--- src/rtl/puzzle_board.sv ---
// Board engine for the 3x3 sliding-tile game: LFSR shuffle, player moves, win detection.
// Optional build macro SHUFFLE_NO_BACKTRACK_EN forbids the shuffler from undoing its previous move.
module puzzle_board #(
  parameter int          SHUFFLE_MOVES = 64,
  parameter logic [15:0] LFSR_SEED     = 16'hACE1
) (
  input  logic        clk_d,
  input  logic        rst_n,
  input  logic [1:0]  game_status,
  input  logic        move_up,
  input  logic        move_down,
  input  logic        move_left,
  input  logic        move_right,
  output logic [35:0] board,
  output logic        active,
  output logic        ini_flag,
  output logic        win_flag
);

  typedef enum logic [1:0] {
    CHOSE_BOARD  = 2'b00,
    GAMING       = 2'b01,
    GAME_INITIAL = 2'b10,
    WINNED       = 2'b11
  } status_e;

  typedef enum logic [1:0] {
    DIR_UP    = 2'b00,
    DIR_DOWN  = 2'b01,
    DIR_LEFT  = 2'b10,
    DIR_RIGHT = 2'b11
  } dir_e;

  localparam logic [8:0][3:0] SOLVED     = 36'h087654321;
  localparam logic [7:0]      SHUF_N     = 8'(SHUFFLE_MOVES);
  localparam logic [15:0]     LFSR_TAPS  = 16'hB400;  // x^16+x^14+x^13+x^11+1, right-shifting Galois

  logic [8:0][3:0] cells;
  logic [3:0]      blank_pos;
  logic [7:0]      shuffle_cnt;
  logic [15:0]     lfsr;

`ifdef SHUFFLE_NO_BACKTRACK_EN
  logic prev_valid;
  dir_e prev_dir;
`endif

  status_e    status;
  logic [1:0] col;
  logic [3:0] legal;
  logic       solved;
  dir_e       shuffle_dir;
  logic       shuffle_ok;
  logic       player_req;
  dir_e       player_dir;
  logic       do_move;
  logic       is_player;
  logic       shuffle_step;
  logic       set_ini;
  dir_e       move_dir;
  logic [3:0] target;

  assign board  = cells;
  assign status = status_e'(game_status);

  // NOTE: every signal driven here gets a default first, so no path can leave it unassigned and infer a latch.
  always_comb begin
    col          = 2'd0;
    legal        = '0;
    solved       = (cells == SOLVED);
    shuffle_dir  = dir_e'(lfsr[1:0]);
    shuffle_ok   = 1'b0;
    player_req   = 1'b0;
    player_dir   = DIR_UP;
    do_move      = 1'b0;
    is_player    = 1'b0;
    shuffle_step = 1'b0;
    set_ini      = 1'b0;
    move_dir     = DIR_UP;
    target       = blank_pos;

    case (blank_pos)
      4'd1, 4'd4, 4'd7: col = 2'd1;
      4'd2, 4'd5, 4'd8: col = 2'd2;
      default:          col = 2'd0;
    endcase

    legal[DIR_UP]    = (blank_pos >= 4'd3);
    legal[DIR_DOWN]  = (blank_pos <= 4'd5);
    legal[DIR_LEFT]  = (col != 2'd0);
    legal[DIR_RIGHT] = (col != 2'd2);

    shuffle_ok = legal[shuffle_dir];
`ifdef SHUFFLE_NO_BACKTRACK_EN
    if (prev_valid && (shuffle_dir == dir_e'(prev_dir ^ 2'b01))) shuffle_ok = 1'b0;
`endif

    // Highest-priority pulse wins; a blocked winner is dropped rather than falling through.
    if (move_up) begin
      player_req = 1'b1; player_dir = DIR_UP;
    end else if (move_down) begin
      player_req = 1'b1; player_dir = DIR_DOWN;
    end else if (move_left) begin
      player_req = 1'b1; player_dir = DIR_LEFT;
    end else if (move_right) begin
      player_req = 1'b1; player_dir = DIR_RIGHT;
    end

    case (status)
      GAMING: begin
        if (player_req && legal[player_dir]) begin
          do_move   = 1'b1;
          is_player = 1'b1;
          move_dir  = player_dir;
        end
      end
      GAME_INITIAL: begin
        if (!ini_flag) begin
          if ((shuffle_cnt >= SHUF_N) && !solved) begin
            set_ini = 1'b1;
          end else if (shuffle_ok) begin
            do_move      = 1'b1;
            shuffle_step = 1'b1;
            move_dir     = shuffle_dir;
          end
        end
      end
      default: ;
    endcase

    case (move_dir)
      DIR_UP:    target = blank_pos - 4'd3;
      DIR_DOWN:  target = blank_pos + 4'd3;
      DIR_LEFT:  target = blank_pos - 4'd1;
      DIR_RIGHT: target = blank_pos + 4'd1;
      default:   target = blank_pos;
    endcase
  end

  // NOTE: the cells are nine individual flops rather than a RAM, so they take a full async reset to the solved board.
  always_ff @(posedge clk_d or negedge rst_n) begin
    if (!rst_n) begin
      cells       <= SOLVED;
      blank_pos   <= 4'd8;
      shuffle_cnt <= '0;
      lfsr        <= LFSR_SEED;
      active      <= 1'b0;
      ini_flag    <= 1'b0;
      win_flag    <= 1'b0;
`ifdef SHUFFLE_NO_BACKTRACK_EN
      prev_valid  <= 1'b0;
      prev_dir    <= DIR_UP;
`endif
    end else begin
      // NOTE: non-blocking updates let the swap read both old cell values on the same edge.
      lfsr   <= {1'b0, lfsr[15:1]} ^ (lfsr[0] ? LFSR_TAPS : 16'h0000);
      active <= 1'b0;
      if (status == CHOSE_BOARD) begin
        cells       <= SOLVED;
        blank_pos   <= 4'd8;
        shuffle_cnt <= '0;
        ini_flag    <= 1'b0;
        win_flag    <= 1'b0;
`ifdef SHUFFLE_NO_BACKTRACK_EN
        prev_valid  <= 1'b0;
`endif
      end else begin
        if (do_move) begin
          cells[blank_pos] <= cells[target];
          cells[target]    <= 4'd0;
          blank_pos        <= target;
          active           <= is_player;
        end
        if (shuffle_step) begin
          if (shuffle_cnt < SHUF_N) shuffle_cnt <= shuffle_cnt + 8'd1;
`ifdef SHUFFLE_NO_BACKTRACK_EN
          prev_valid <= 1'b1;
          prev_dir   <= move_dir;
`endif
        end
        if (set_ini) ini_flag <= 1'b1;
        // active marks that the previous edge applied a player move; judge the board it left.
        if (active && ini_flag && solved) win_flag <= 1'b1;
      end
    end
  end

endmodule

--- config.mk ---
export PLATFORM = sky130hd
export DESIGN_NAME = puzzle_board
export DESIGN_NICKNAME = d
export VERILOG_FILES = /design/src/rtl/puzzle_board.sv
export SDC_FILE = /design/constraint.sdc
export NUM_CORES = 1
export LEC_CHECK = 0
export BUFFER_PORTS_ARGS = -buffer_cell sky130_fd_sc_hd__buf_2
export CORE_ASPECT_RATIO = 1.1
export CORE_UTILIZATION = 30
export CTS_CLUSTER_SIZE = 16
export DETAILED_ROUTE_END_ITERATION = 10
export GPL_TIMING_DRIVEN = 0
export PLACE_DENSITY = 0.56
export REMOVE_ABC_BUFFERS = 1
export SLEW_MARGIN = 0
export SYNTH_ARGS = -nofsm -noshare
export SYNTH_HDL_FRONTEND = slang
export SYNTH_SLANG_ARGS = --single-unit
--- constraint.sdc ---
create_clock -name clk_d -period 10.6 [get_ports clk_d]
set_input_delay 2.65 -clock clk_d [delete_from_list [all_inputs] [get_ports clk_d]]
set_output_delay 2.65 -clock clk_d [all_outputs]
set_load 0.02 [all_outputs]
After elaboration in Yosys (flattened, before gate mapping)
Cells that the tools add are included.
{ "op_classes": {"n_addsub": 5, "order_cmp": 10, "eq_ne": 13, "muxes": 50, "n_bitwise": 3, "reduce_logical": 18} }
{ "ops": {"columns": ["operator", "n"], "rows": [
  ["$mux 36", 2],
  ["$and 36x36->36", 1],
  ["$bwmux 36", 1],
  ["$eq 36x32->1 const B", 1],
  ["$not 36->36", 1],
  ["$demux 4 s4", 2],
  ["$mux 8", 3],
  ["$mux 1", 21],
  ["$mux 4", 5],
  ["$bmux 4 s4", 1],
  ["$mux 16", 1],
  ["$mux 2", 8],
  ["$pmux 4 s4", 1],
  ["$xor 15x16->16", 1],
  ["$eq 4x3->1 const B", 3],
  ["$reduce_bool 2->1", 6],
  ["$lt 4x5->1 const B", 2],
  ["$add 8x1->8 const B", 1],
  ["$ge 4x1->1 const B", 2],
  ["$ge 8x7->1 const B", 1],
  ["$lt 8x7->1 const B", 1],
  ["$pmux 2 s2", 2],
  ["$eq 2x2->1 const B", 3],
  ["$logic_and 1x1->1", 6],
  ["other kinds (18)", 23]
]} }
{ "word_totals": {"register_bits": 67, "input_bits": 8, "output_inout_bits": 39} }

Longest topological paths before layout
Gate-level depths: netlist of run 1.
{ "logic_depth": {"ltp_word": 20, "mapped_depth": 22} }

Worst setup path after synthesis of run 1
OpenSTA, ideal clock, no wires.
{ "synth_path": {"kind": "input -> register", "start": "input game_status[0]", "end": "register cells (netlist bit board[11])", "t_arrival_ps": 5885, "required_ps": 10466, "setup_slack_ps": 4581, "cell_stages": 14, "path_cell_list": "inv_1 -> ha_1 -> nand2_1 -> nor4b_4 -> nor2_1 -> or2_2 -> inv_1 -> fa_1 -> and2_1 -> buf_2 -> nor3_4 -> mux4_2 -> a221oi_4 -> o21ai_1"} }
{ "synth_between": {"elab_chain_cells": 12, "word_cells_on_any_way": 23, "classes_between": "order compare (2); eq/ne (5); mux (10); bitwise (2); reduce/logical (4)"} }
{ "synth_rtl": {"columns": ["element", "line", "source"], "rows": [
  ["start: declaration", "9", "input logic [1:0] game_status,"],
  ["$eq 2x2->1 or $eq 2x1->1 (tied branches)", "109", "case (status)"],
  ["$pmux 2 s2", "109", null],
  ["$eq 2x2->1, or another cell as far along", "131", "case (move_dir)"],
  ["$pmux 4 s4", "131", null],
  ["$lt 4x5->1 (not written as such) or $ge 4x1->1 (tied branches)", "170", "cells[target] <= 4'd0;"],
  ["$logic_and 1x1->1 (not written as such)", "170", null],
  ["$mux 4 (not written as such)", "170", null],
  ["$demux 4 s4", "170", null],
  ["$not 36->36 (no source line)", null, null],
  ["$and 36x36->36 (no source line)", null, null],
  ["$mux 36", "168", "if (do_move) begin"],
  ["$mux 36", "158", "if (status == CHOSE_BOARD) begin"],
  ["end signal: indexed assignment", "169", "cells[blank_pos] <= cells[target];"],
  ["end: declaration", "38", "logic [8:0][3:0] cells;"]
]} }
Parallel ways exist; a longest one is shown, timed or not. The select of a mux whose other input is x is not followed.
A chain may end at the register's enable or synchronous reset.

Final worst setup path of run 1
{ "layout_path": {"start": "input game_status[0]", "end": "register cells (netlist bit board[31])"} }
The elaborated chain is that of the path after synthesis.

==> results of run 1 <==
[cell usage in the layout (no fill, tap or decap), types with 6 or more instances in the layout]
master and n:
nor2b_1 6, a21o_1 6, dfstp_2 22, o22ai_1 6, inv_1 11, nor4_1 8, nand3_1 23, xor2_1 7
nand4_1 11, a32oi_1 7, and3_1 6, a21oi_1 13, buf_2 45, a31oi_1 19, nor2_1 20, xnor2_1 7
o21ai_1 8, clkbuf_16 9, nand2b_1 6, o21ai_0 13, nand2_1 28, mux4_2 9, mux2i_1 6, ha_1 10
o211ai_1 27, dfrtp_1 45
[synth_stat cells, types with 3 or more instances]
| library cell | n | area [um2] |
|---|---|---|
| a21o_1 | 6 | 45.04 |
| a21oi_1 | 13 | 65.06 |
| a22oi_2 | 3 | 37.54 |
| a31oi_1 | 19 | 118.9 |
| a32oi_1 | 7 | 61.31 |
| a41oi_1 | 4 | 35.03 |
| and2_1 | 5 | 31.28 |
| and3_1 | 6 | 37.54 |
| buf_2 | 8 | 40.04 |
| buf_6 | 4 | 45.04 |
| clkbuf_1 | 14 | 52.55 |
| dfrtp_1 | 45 | 1126 |
| dfstp_2 | 22 | 578.1 |
| ha_1 | 10 | 125.1 |
| inv_1 | 11 | 41.29 |
| mux2i_1 | 6 | 60.06 |
| mux4_2 | 9 | 202.7 |
| nand2_1 | 28 | 105.1 |
| nand2b_1 | 6 | 37.54 |
| nand3_1 | 23 | 115.1 |
| nand4_1 | 11 | 68.82 |
| nor2_1 | 20 | 75.07 |
| nor2b_1 | 6 | 37.54 |
| nor3_1 | 5 | 25.02 |
| nor4_1 | 8 | 50.05 |
| nor4b_1 | 5 | 43.79 |
| nor4bb_1 | 3 | 30.03 |
| o211ai_1 | 27 | 202.7 |
| o21a_1 | 3 | 22.52 |
| o21ai_0 | 13 | 65.06 |
| o21ai_1 | 8 | 40.04 |
| o22ai_1 | 6 | 37.54 |
| o2bb2ai_1 | 4 | 35.03 |
| or2_2 | 3 | 18.77 |
| xnor2_1 | 7 | 61.31 |
| xor2_1 | 7 | 61.31 |
[routing by layer]
metal | track usage | vias to the layer above
met1 | 0.2435 | 1893
met2 | 0.2878 | 217
met3 | 0.04080 | 39
li1 | - | 1708
met4 | 0.09427 | 0
met5 | 0 | -
[flip-flops by register name (all words and copies together) (netlist names)]
signal and count:
ini_flag 1, win_flag 1, shuffle_cnt 8, active 1
board 36, lfsr 16, blank_pos 4
[worst paths after layout]
path | from | endpoint | slack (ns) | depth (start not counted)
setup / recovery | game_status[0] | board[31] | 3.70 | 16
hold / removal | lfsr[8] | lfsr[7] | 0.35 | 0
setup reg to reg | blank_pos[0] | board[31] | 4.13 | 17
hold reg to reg | lfsr[8] | lfsr[7] | 0.35 | 0
max in group asynchronous | rst_n | lfsr[2] | 7.63 | 1
min in group asynchronous | rst_n | board[12] | 2.43 | 1
[cells by family after synthesis]
| logic type | synth area share |
|---|---|
| buf+inv | 0.04668 |
| compound gates | 0.2340 |
| xor+xnor | 0.02877 |
| fa+ha+maj | 0.03406 |
| mux | 0.06166 |
| simple gates | 0.1950 |
| flops | 0.3999 |
[worst max-delay path, cell delays in order]
cell and delay (ns):
buf_2 0.09, inv_1 0.05, ha_1 0.40, nand2_1 0.13, nor4b_4 0.49, nor2_1 0.06, or2_2 0.33, ha_1 0.27
a21oi_1 0.14, nor2b_1 0.07, xnor2_1 0.14, nand2_1 0.10, nand3_2 0.53, and2_1 0.75, a221oi_4 0.72, o211ai_1 0.19
[metrics by stage]
| step | hold WS (ns) | std cells | worst slack, ns | utilization | power [mW] |
|---|---|---|---|---|---|
| finish | 0.3505 | 647 | 3.703 | 0.3556 | 1.279 |
| floorplan | 0.3312 | 397 | 4.502 | - | 0.7336 |
| global placement | 0.3337 | 631 | 3.509 | 0.3302 | 0.9061 |
| global route | 0.3651 | 647 | 3.351 | 0.3556 | 1.342 |
| detailed placement | 0.3365 | 631 | 3.474 | 0.3304 | 0.9139 |
| CTS | 0.3541 | 647 | 3.769 | 0.3556 | 1.268 |
[power breakdown]
group,internal [mW],total [mW],switching [mW]
combinational,0.184,0.578,0.394
sequential,0.295,0.350,0.0548
clock,0.236,0.351,0.115
[final cells by class]
| type | instances | area, um2 |
|---|---|---|
| clock buffer | 10 | 239.0 |
| tap | 188 | 235.2 |
| fill | 1388 | 8925 |
| timing repair buffer | 46 | 232.7 |
| multi-input combinational | 318 | 2359 |
| clock inverter | 6 | 111.4 |
| inverter | 12 | 45.04 |
| sequential | 67 | 1704 |
==> results by group, run 1 <==
Logic synthesis
  – Synth Instances: 426
  – Ys flop type: dfrtp_1
  – Post-synth EDFFs: 0
  – Number of synthesized register bits: 67
  – Yosys warns: 0
  – Post-Syn Area: 4262 um2
  – Register area share after synthesis: 0.3999
  – Syn_area_per_cell: about 10 um2
  – Cell variety after synth: 70
  – Async SR Flop Fraction: 1.000

Floorplan
  – Core Rows: 45
  – Core area: 13,850 um2
  – # IOs: 47
  – Die area: 14,690 um2
  – Starting Density: 0.3077
  – Die width: 115.6 um
  – DIE HEIGHT: ~130 um

Timing
  – RSZ-0062 raised after global routing: no
  – Fmax: 145.0 MHz
  – # setup viols final: 0
  – Setup TNS: 0 ns
  – Max_slew headroom: 0.08595
  – Final Critical Period: 6.897 ns
  – Period utilisation layout: 0.6507
  – Worst slew pin tran: 1.365 ns
  – Fin. max-slew vios: 0
  – Max Clock Skew: 0.006579 ns
  – Final Hold Violating Endpoints: 0

Routing
  – DRT Pass-1 Iters: 6
  – # DRC: 0
  – Final WL: 12,970 um
  – Met3 routed wirelength: roughly 1100 um
  – DRT iter0 DRCs: around 500
  – Vias: 3,857
  – Post-DRT Antenna Nets: 0
  – Wl on met1: ~5400 um
  – Vias per Instance: just under 6
  – Wirelength per Cell: 20.04 um
  – Max Used Layer: met4
  – Metal2 WL: approximately 6000 um

Placement
  – Post-Place Cell Area: 4576 um2
  – Detailed Place HPWL: 8928 um
  – Placer's final routability congestion estimate: ~0.9
  – Port buffer count: 46

GRT
  – Total GRT Usage: 0.1858
  – Vias in the first global route: 3,726
  – Grt total ovfl: 0
  – Largest net degree at the start of global routing: between 60 and 70
  – Initial antenna violation count: 0
  – First-pass GRT wire length: about 21,000 um

Clocking
  – Clk root buf: clkbuf_16
  – H-tree levels: 3
  – Post-CTS setup repair buffer count: 0
  – CTS Buffer Depth: 2
  – CTS Sinks: 67
  – Clk slew on worst S/H paths: 0.06 ns
  – Post-CTS sizing: 0
  – Total CTS buffers: 9
  – Clk_lat worst skew: between 0.3 and 0.4 ns
  – Post-CTS Hold Buffers: 0
  – CTS tree: built

Run status
  – Status: completed

Pwr
  – Leakage power: 1.995 nW
  – IR Drop Worst-Case VDD: roughly 0.098 mV
  – Power Dens Cells: roughly 260 nW/um2

Flow run
  – Max Cap Viol: 0

Worst setup path
  – Worst Setup End Kind: flop
  – CP Class: input port to flop
  – Required @ worst endpoint: approximately 11 ns
  – CP arrival: 7.13 ns
  – Startpoint types: input port
  – CP Max Fanout: 31

Finish
  – Antenna diodes: 0
  – Fin area: 4926 um2
  – Nets@finish: 473
  – Share of cells above drive strength 1: 0.2397
  – Area added between synthesis and finish: 15.59%

Worst hold path
  – Type of the worst min-delay path: flop to flop
Note: power is estimated with default switching activity, not from simulation.
==> inputs of run 2 (changes only) <==
==> constraint.sdc (replaced) <==
create_clock -name clk_d -period 7.16 [get_ports clk_d]
set_input_delay 1.79 -clock clk_d [delete_from_list [all_inputs] [get_ports clk_d]]
set_output_delay 1.79 -clock clk_d [all_outputs]
set_load 0.02 [all_outputs]
==> results by group, run 2 (same netlist as run 1, synthesis figures left out) <==
Finish
  – Antenna diodes: 0
  – Area added between synthesis and finish: 15.59%
  – Nets@finish: 473
  – Most frequent cells in the layout: 45 x dfrtp_1, 45 x buf_2, 28 x nand2_1
  – Share of cells above drive strength 1: 0.2397
  – Max FFs per register: 36
  – Layout filler cell count: 1,388

Placement
  – Placer's final routability congestion estimate: 0.9076
  – Detailed Place HPWL: 8928 um
  – Port buffer count: 46

Floorplan
  – # IOs: 47
  – Core area: between 10,000 and 15,000 um2
  – Die width: 115.6 um
  – Starting Density: 0.3077
  – Die area: 14,690 um2
  – DIE HEIGHT: ~130 um
  – Core Rows: 45

Routing
  – Final WL: ~13,000 um
  – Vias per Instance: 5.929
  – Post-DRT Antenna Nets: 0
  – DRT iter0 DRCs: 347
  – Metal2 WL: 5988 um
  – DRT Pass-1 Iters: 5
  – Vias: 3,836
  – Met3 routed wirelength: roughly 1000 um
  – Max Used Layer: met4
  – Wl on met1: between 5000 and 6000 um
  – # DRC: 0
  – Wirelength per Cell: 19.93 um

Worst setup path
  – Reg2Reg Depth: 17
  – Worst Setup End Kind: flop
  – Required @ worst endpoint: roughly 7.4 ns
  – Startpoint types: flop
  – CP max stage delay: 0.73 ns
  – Crit-path cells: inv_1 -> ha_1 -> nand2b_1 -> a211o_1 -> mux2i_1 -> nor4b_4 -> nor2_1 -> or2_2 -> ha_1 -> a21oi_1 -> nor2b_1 -> xnor2_1 -> nand2_1 -> nand3_2 -> and2_1 -> a221oi_4 -> o211ai_1
  – Crit path top cell by count: ha_1
  – CP Class: flop to flop
  – CP arrival: 6.72 ns
  – CP Max Fanout: 31
  – Slowest cell on the critical path: and2_1

Timing
  – Period utilisation layout: 0.9064
  – Worst slew pin tran: about 1.3 ns
  – Fin. max-slew vios: 0
  – Max_slew headroom: 0.1310
  – Final Hold Violating Endpoints: 0
  – Setup TNS: 0 ns
  – Fmax: 154.1 MHz
  – Fin Hold WS: 0.3516 ns
  – RSZ-0062 raised after global routing: no
  – Final Critical Period: between 6 and 7 ns
  – Max Clock Skew: 0.007236 ns
  – # setup viols final: 0

Clocking
  – Post-CTS sizing: 0
  – Post-CTS Hold Buffers: 0
  – CTS Sinks: 67
  – H-tree levels: 3
  – Clk slew on worst S/H paths: 0.06 ns
  – Post-CTS setup repair buffer count: 0
  – CTS tree: built
  – Total CTS buffers: 9
  – CTS Buffer Depth: 2
  – Clk root buf: clkbuf_16
  – Clk_lat worst skew: 0.34 ns

GRT
  – Vias in the first global route: about 3,700
  – Grt total ovfl: 0
  – Initial antenna violation count: 0
  – Total GRT Usage: 0.1857
  – Largest net degree at the start of global routing: 68
  – First-pass GRT wire length: 20,690 um

Flow run
  – Max Cap Viol: 0

Pwr
  – Power Dens Cells: 384.9 nW/um2
  – IR Drop Worst-Case VDD: 0.1466 mV
  – Leakage power: 1.995 nW

Worst hold path
  – Hold depth: 0
  – Type of the worst min-delay path: flop to flop

Run status
  – Status: completed
## run 2: final timing paths
check	from	end	slack [ns]
min in group asynchronous	rst_n	board[12]	1.57
min	lfsr[2]	lfsr[1]	0.35
max	blank_pos[0]	board[31]	0.67
max in group asynchronous	rst_n	lfsr[2]	5.05
min reg2reg	lfsr[2]	lfsr[1]	0.35
max reg2reg	blank_pos[0]	board[31]	0.67
## run 2: metal layers
metal | track usage | vias up
li1 | - | 1710
met1 | 0.2411 | 1886
met2 | 0.2895 | 201
met3 | 0.04127 | 39
met4 | 0.09502 | 0
met5 | 0 | -
## run 2: final cells by class
cell class	count	area [um2]	area share
multi-input combinational	318	2359	0.4788
sequential	67	1704	0.3459
clock buffer	10	239.0	0.04851
tap	188	235.2	0.04775
timing repair buffer	46	232.7	0.04724
clock inverter	6	111.4	0.02261
inverter	12	45.04	0.009144
## run 2: worst max-delay path: cells and delay by family (launching register included)
| kind | cells | cell delay (ns) |
|---|---|---|
| AO/OA/AOI/OAI | 4 | 1.42 |
| adder cells (fa/ha/maj) | 2 | 0.81 |
| AND/OR/NAND/NOR | 8 | 2.43 |
| XOR/XNOR | 1 | 0.14 |
| flip-flops | 1 | 0.63 |
| multiplexers | 1 | 0.19 |
| buffers and inverters | 1 | 0.71 |
## run 2: metrics by stage
step,utilization,instances,power [mW],setup slack [ns],cell area [um2]
floorplan,-,397,1.086,1.922,4108
global placement,0.3302,631,1.342,0.8910,4573
detailed placement,0.3304,631,1.353,0.8552,4576
CTS,0.3556,647,1.877,0.7551,4926
global route,0.3556,647,1.986,0.2264,4926
finish,0.3556,647,1.896,0.6701,4926
## run 2: power breakdown
part / total [mW] / leakage (nW) / internal (mW) / switching (mW)
clock: 0.520 / 0.169 / 0.350 / 0.170
sequential: 0.517 / 0.854 / 0.437 / 0.0801
combinational: 0.859 / 0.972 / 0.273 / 0.586
